$ cat config.mk
export PLATFORM = sky130hd
export DESIGN_NAME = branch_resolve
export DESIGN_NICKNAME = d
export VERILOG_FILES = /design/src/rtl/branch_resolve.sv
export SDC_FILE = /design/constraint.sdc
export NUM_CORES = 1
export LEC_CHECK = 0
export ABC_AREA = 1
export CELL_PAD_IN_SITES_DETAIL_PLACEMENT = 1
export CELL_PAD_IN_SITES_GLOBAL_PLACEMENT = 1
export CORE_MARGIN = 4
export CORE_UTILIZATION = 37
export DETAILED_ROUTE_END_ITERATION = 6
export PLACE_DENSITY = 0.88
export RECOVER_POWER = 50
export SYNTH_ARGS = -nofsm -noshare
export SYNTH_HDL_FRONTEND = slang
export SYNTH_SLANG_ARGS = --single-unit
$ cat constraint.sdc
create_clock -name clk -period 3 [get_ports clk]
set_input_delay 0.6 -clock clk [delete_from_list [all_inputs] [get_ports clk]]
set_output_delay 0.6 -clock clk [all_outputs]
set_load 0.1 [all_outputs]
$ cat src/rtl/branch_resolve.sv
// Branch resolution unit for the multicycle core.
// Samples one-hot branch strobes and operands on start, evaluates the condition and
// target one cycle later, then presents a one-cycle done / pc_write response.
// Also keeps counters of legal resolved branches and of branches that wrote the PC.
module branch_resolve #(
    parameter int unsigned XLEN  = 32,
    parameter int unsigned CNT_W = 32
) (
    input  logic             clk,
    input  logic             reset,
    input  logic             start,
    input  logic             beq,
    input  logic             bne,
    input  logic             blt,
    input  logic             bge,
    input  logic             bltu,
    input  logic             bgeu,
    input  logic [XLEN-1:0]  rs1_val,
    input  logic [XLEN-1:0]  rs2_val,
    input  logic [XLEN-1:0]  pc,
    input  logic [XLEN-1:0]  imm,
    input  logic             clr_cnt,
    output logic             busy,
    output logic             done,
    output logic             taken,
    output logic             pc_write,
    output logic [XLEN-1:0]  target,
    output logic             illegal,
    output logic             misaligned,
    output logic [CNT_W-1:0] branch_cnt,
    output logic [CNT_W-1:0] taken_cnt
);

    typedef enum logic [1:0] {StIdle, StEval, StResp} state_e;

    state_e            state_q, state_d;
    // Latched strobes, bit order {bgeu, bltu, bge, blt, bne, beq}
    logic [5:0]        strb_q, strb_d;
    logic [XLEN-1:0]   rs1_q, rs1_d;
    logic [XLEN-1:0]   rs2_q, rs2_d;
    logic [XLEN-1:0]   pc_q, pc_d;
    logic [XLEN-1:0]   imm_q, imm_d;

    logic              done_q, done_d;
    logic              taken_q, taken_d;
    logic              pc_write_q, pc_write_d;
    logic [XLEN-1:0]   target_q, target_d;
    logic              illegal_q, illegal_d;
    logic              misaligned_q, misaligned_d;
    logic [CNT_W-1:0]  branch_cnt_q, branch_cnt_d;
    logic [CNT_W-1:0]  taken_cnt_q, taken_cnt_d;

    // Evaluation datapath, only consumed in StEval
    logic              ev_legal;
    logic              ev_cond;
    logic              ev_taken;
    logic              ev_mis;
    logic [XLEN-1:0]   ev_target;

    // Condition, legality and target from the latched values
    always_comb begin
        ev_legal  = ($countones(strb_q) == 1);
        ev_cond   = (strb_q[0] & (rs1_q == rs2_q))
                  | (strb_q[1] & (rs1_q != rs2_q))
                  | (strb_q[2] & ($signed(rs1_q) <  $signed(rs2_q)))
                  | (strb_q[3] & ($signed(rs1_q) >= $signed(rs2_q)))
                  | (strb_q[4] & (rs1_q <  rs2_q))
                  | (strb_q[5] & (rs1_q >= rs2_q));
        ev_taken  = ev_cond & ev_legal;
        ev_target = pc_q + imm_q;
        ev_mis    = ev_taken & (ev_target[1:0] != 2'b00);
    end

    // Next state, operand capture and registered response
    always_comb begin
        state_d      = state_q;
        strb_d       = strb_q;
        rs1_d        = rs1_q;
        rs2_d        = rs2_q;
        pc_d         = pc_q;
        imm_d        = imm_q;
        done_d       = 1'b0;
        pc_write_d   = 1'b0;
        taken_d      = taken_q;
        target_d     = target_q;
        illegal_d    = illegal_q;
        misaligned_d = misaligned_q;
        unique case (state_q)
            StIdle: begin
                if (start) begin
                    strb_d  = {bgeu, bltu, bge, blt, bne, beq};
                    rs1_d   = rs1_val;
                    rs2_d   = rs2_val;
                    pc_d    = pc;
                    imm_d   = imm;
                    state_d = StEval;
                end
            end
            StEval: begin
                done_d       = 1'b1;
                taken_d      = ev_taken;
                target_d     = ev_target;
                illegal_d    = ~ev_legal;
                misaligned_d = ev_mis;
                pc_write_d   = ev_taken & ~ev_mis;
                state_d      = StResp;
            end
            StResp: begin
                state_d = StIdle;
            end
            default: begin
                state_d = StIdle;
            end
        endcase
    end

    // Performance counters: bump on the response cycle, clear has priority
    always_comb begin
        branch_cnt_d = branch_cnt_q;
        taken_cnt_d  = taken_cnt_q;
        if (state_q == StResp) begin
            if (!illegal_q) begin
                branch_cnt_d = branch_cnt_q + CNT_W'(1);
            end
            if (pc_write_q) begin
                taken_cnt_d = taken_cnt_q + CNT_W'(1);
            end
        end
        if (clr_cnt) begin
            branch_cnt_d = '0;
            taken_cnt_d  = '0;
        end
    end

    // State registers with synchronous reset; reset aborts any branch in flight
    always_ff @(posedge clk) begin
        if (reset) begin
            state_q      <= StIdle;
            strb_q       <= '0;
            rs1_q        <= '0;
            rs2_q        <= '0;
            pc_q         <= '0;
            imm_q        <= '0;
            done_q       <= 1'b0;
            taken_q      <= 1'b0;
            pc_write_q   <= 1'b0;
            target_q     <= '0;
            illegal_q    <= 1'b0;
            misaligned_q <= 1'b0;
            branch_cnt_q <= '0;
            taken_cnt_q  <= '0;
        end else begin
            state_q      <= state_d;
            strb_q       <= strb_d;
            rs1_q        <= rs1_d;
            rs2_q        <= rs2_d;
            pc_q         <= pc_d;
            imm_q        <= imm_d;
            done_q       <= done_d;
            taken_q      <= taken_d;
            pc_write_q   <= pc_write_d;
            target_q     <= target_d;
            illegal_q    <= illegal_d;
            misaligned_q <= misaligned_d;
            branch_cnt_q <= branch_cnt_d;
            taken_cnt_q  <= taken_cnt_d;
        end
    end

    assign busy       = (state_q != StIdle);
    assign done       = done_q;
    assign taken      = taken_q;
    assign pc_write   = pc_write_q;
    assign target     = target_q;
    assign illegal    = illegal_q;
    assign misaligned = misaligned_q;
    assign branch_cnt = branch_cnt_q;
    assign taken_cnt  = taken_cnt_q;

endmodule
==> implementation parameters <==
Parameter                              Value

Run status
  Run status ... finished, final reports clean

Logic synthesis
  Most instantiated flip-flop cell in the synthesis netlist ... sky130_fd_sc_hd__dfxtp_1
  Top cell type by total area after synthesis ... sky130_fd_sc_hd__dfxtp_1
  Yosys warns ... 0
  Cells taking the most area after synthesis ... sky130_fd_sc_hd__dfxtp_1 (40%), sky130_fd_sc_hd__nor2_1 (11%), sky130_fd_sc_hd__o21ai_0 (8.1%)
  Part of the Yosys area used for sequential elements ... 40.1%
  Total nets after synthesis ... between 1500 and 2000
  Library cell with the highest instance count after synthesis ... sky130_fd_sc_hd__nor2_1
  Register bit total from synthesis ... between 200 and 250
  Mean area per synthesized cell ... between 7 and 8 µm²
  Post-Syn Area ... about 12000 µm²
  Post-synthesis async set-or-reset flop share ... 0%
  Share of the synthesized area in the top cell type ... roughly two fifths
  Number of instances in the synthesized netlist ... 1630
  Post-synthesis cell type count ... 46
  Most frequent cells after synthesis ... sky130_fd_sc_hd__nor2_1 (344), sky130_fd_sc_hd__dfxtp_1 (237), sky130_fd_sc_hd__o21ai_0 (192)
  Number of synthesized flops with an enable pin ... 0

Power and ir drop
  Total power consumption of the routed design ... approximately 8.6 mW
  Worst vdd rail ir drop ... approximately 0.43 mV
  Leakage power summed over all cells ... around 6.2 nW
  Ratio of total power to cell area ... approximately 570 nW/µm²

CTS
  Count of buffers added by post-CTS timing repair for setup ... 0
  Root cell of the clock tree ... sky130_fd_sc_hd__clkbuf_16
  Clock tree from TritonCTS ... built
  Worst-Skew Late Latency ... roughly 0.55 ns
  Number of gates resized after cts ... 0
  H-Tree Level Count ... 1
  Number of hold-repair buffers added at the cts stage ... 0
  Maximum buffer depth of the clock tree ... 3
  Number of sinks on the clock net ... 237
  TritonCTS buffer count ... 28
  Clock transition at the register clock pins on the worst setup and hold paths after CTS ... approximately 0.060 ns

Die
  Die X ... around 190 µm
  Initial standard-cell utilization of the core ... roughly 37%
  Die H ... roughly 190 µm
  IO Count ... 240
  Total Die Area ... about 35000 µm²
  Area inside the core boundary ... 31600 µm²
  Count of standard-cell rows ... 65

Layout
  Share of cells above drive strength 1 ... 7.31%
  Final cell count without fillers ... approximately 2300
  Nets ... 2060
  Post-Layout Inst Area ... ~15000 µm²
  Area occupied by multi-input gates ... ~6200 µm²
  Register cell area after layout ... approximately 4700 µm²
  Number of fillers in the final layout ... approximately 4000
  Synthesis-to-finish area growth ... 27.1%
  Share of the core filled with cells in the final layout ... a little under half

Global routing
  Number of global-route vias before repair ... ~12000
  Pin count of the biggest net entering global routing ... 95
  GRT Overall Usage ... around a fifth
  Global-route wire length before repair ... between 60000 and 70000 µm
  Global-route congestion overflow total ... 0
  Antenna violations before repair ... 3

Routing
  Post-detailed-route count of antenna-violating nets ... 0
  Mean routed wirelength per cell ... 16.9 µm
  Total vias in the final route ... around 12000
  Post-route DRC violation count ... 0
  Number of search-and-repair iterations in the first detailed-routing pass ... 5
  DRT iter0 DRCs ... between 400 and 500
  Number of vias per cell after detailed routing ... 5.10
  Routed wire length ... 38400 µm

STA
  Final hold viol count ... 0
  Final critical delay including setup and external delays ... 2.85 ns
  Sum Neg Setup Slack ... 0 ns
  Final worst clock skew ... 0.0238 ns
  Setup repair after global routing missed its margin ... false
  Measured slew at the worst slew-check pin ... between 1 and 1.5 ns
  Hold_ws ... 0.459 ns
  Achievable Freq ... roughly 350 MHz
  Ratio of final minimum period to clock period ... between 90% and 100%
  Least setup slack across all paths after layout ... 0.147 ns
  Number of pins with negative max-slew slack in the final report ... 0
  Final count of negative-setup-slack endpoints ... 0
  Worst relative slew slack ... roughly 12%

Min path
  Type of the tightest min-delay check ... reg2reg

Place
  Placed cell areas ... ~14000 µm²
  Number of placed instances with taps included ... 2224
  Port-buffer cells ... 239
  Worst setup slack before clock tree synthesis ... approximately 0.14 ns
  Placer Congestion ... just over 0.9
  Half-perimeter wire length after detailed placement ... between 20000 and 30000 µm

Setup path
  Start-to-end type of the worst setup path ... reg2reg
  Nature of the critical path endpoint ... flop
  Launching element type of the critical path ... flop
  Arrival time at the worst endpoint ... roughly 3.3 ns
  Data required time of the critical path ... roughly 3.5 ns
  Top fanout value on the critical path ... 3

Flow run
  Max-capacitance violation count ... 0
==> sequential cells by signal (all words and copies together), names as in the netlist <==
| signal | flops |
|---|---|
| target | 32 |
| pc_write | 1 |
| taken | 1 |
| state_q | 2 |
| pc_q | 32 |
| imm_q | 32 |
| taken_cnt | 32 |
| illegal | 1 |
| done | 1 |
| rs1_q | 32 |
| misaligned | 1 |
| strb_q | 6 |
| branch_cnt | 32 |
| rs2_q | 32 |
==> layout make-up <==
cell class / count / share of cell area (%)
repair buffers: 251 / 12.9
multi-input cells: 1147 / 41.1
flip-flops and latches: 237 / 31.6
inverters: 187 / 4.68
well taps: 402 / 3.34
clock buffers: 44 / 5.79
diodes: 1 / 0.0166
clock inverters: 7 / 0.682
==> per-layer routing <==
metal	track usage, %	vias up	part of all wire (%)
met2	35.6	283	46
met4	4.64	4	1.8
met1	28.5	5492	46
met5	0	-	0.070
met3	4.83	52	6.7
li1	-	5781	-
==> cell families after synthesis <==
group / Yosys count / share of synthesized area [%]
compound gates: 359 / 16.1
xor+xnor: 38 / 2.81
fa+ha+maj: 70 / 7.66
buf+inv: 246 / 7.82
flops: 237 / 40.1
simple gates: 680 / 25.5
==> path summary, 6_finish.rpt <==
| kind | start | endpoint | slack, ns | cells after the start |
|---|---|---|---|---|
| max | strb_q[0] | pc_write | 0.15 | 10 |
| min | rs2_q[1] | rs2_q[1] | 0.46 | 2 |
| min reg2reg | rs2_q[1] | rs2_q[1] | 0.46 | 2 |
| max reg2reg | strb_q[0] | pc_write | 0.15 | 10 |
==> layout by cell type, fill, tap and decap left out, types with 4 or more instances in the layout <==
master and count:
sky130_fd_sc_hd__a21oi_1 114, sky130_fd_sc_hd__dfxtp_1 237, sky130_fd_sc_hd__clkbuf_16 28, sky130_fd_sc_hd__o21ai_0 192, sky130_fd_sc_hd__o221ai_1 9, sky130_fd_sc_hd__clkbuf_8 11
sky130_fd_sc_hd__nand2_2 7, sky130_fd_sc_hd__inv_1 171, sky130_fd_sc_hd__a31oi_1 5, sky130_fd_sc_hd__nor2_2 9, sky130_fd_sc_hd__nor3_1 32, sky130_fd_sc_hd__nand3_2 4
sky130_fd_sc_hd__nand3_1 34, sky130_fd_sc_hd__o211ai_1 4, sky130_fd_sc_hd__o21a_1 5, sky130_fd_sc_hd__buf_4 25, sky130_fd_sc_hd__nor3b_2 5, sky130_fd_sc_hd__nor2_1 343
sky130_fd_sc_hd__clkbuf_1 88, sky130_fd_sc_hd__nand4_1 21, sky130_fd_sc_hd__nor4_1 12, sky130_fd_sc_hd__o21bai_1 4, sky130_fd_sc_hd__clkdlybuf4s50_1 136, sky130_fd_sc_hd__inv_2 13
sky130_fd_sc_hd__xor2_1 25, sky130_fd_sc_hd__nor2_4 8, sky130_fd_sc_hd__xnor2_1 13, sky130_fd_sc_hd__ha_1 66, sky130_fd_sc_hd__o21ai_1 13, sky130_fd_sc_hd__fa_1 4
sky130_fd_sc_hd__nand2_1 188, sky130_fd_sc_hd__a21o_1 6
==> critical path, cell delays in order (launching register included) <==
cell and delay (ns):
sky130_fd_sc_hd__dfxtp_1 0.35, sky130_fd_sc_hd__fa_1 0.57, sky130_fd_sc_hd__inv_1 0.07, sky130_fd_sc_hd__fa_1 0.47, sky130_fd_sc_hd__inv_1 0.04, sky130_fd_sc_hd__ha_1 0.18, sky130_fd_sc_hd__fa_1 0.43, sky130_fd_sc_hd__nor4_1 0.28
sky130_fd_sc_hd__buf_4 0.17, sky130_fd_sc_hd__nand2_1 0.07, sky130_fd_sc_hd__nor3_1 0.14
==> where the power goes <==
part | switching [mW] | leakage (nW) | internal, mW
registers | 0.109 | 1.95 | 3.34
logic | 1.08 | 3.82 | 0.539
clock network | 1.36 | 0.477 | 2.15
Power figures use the tool's default switching activity.
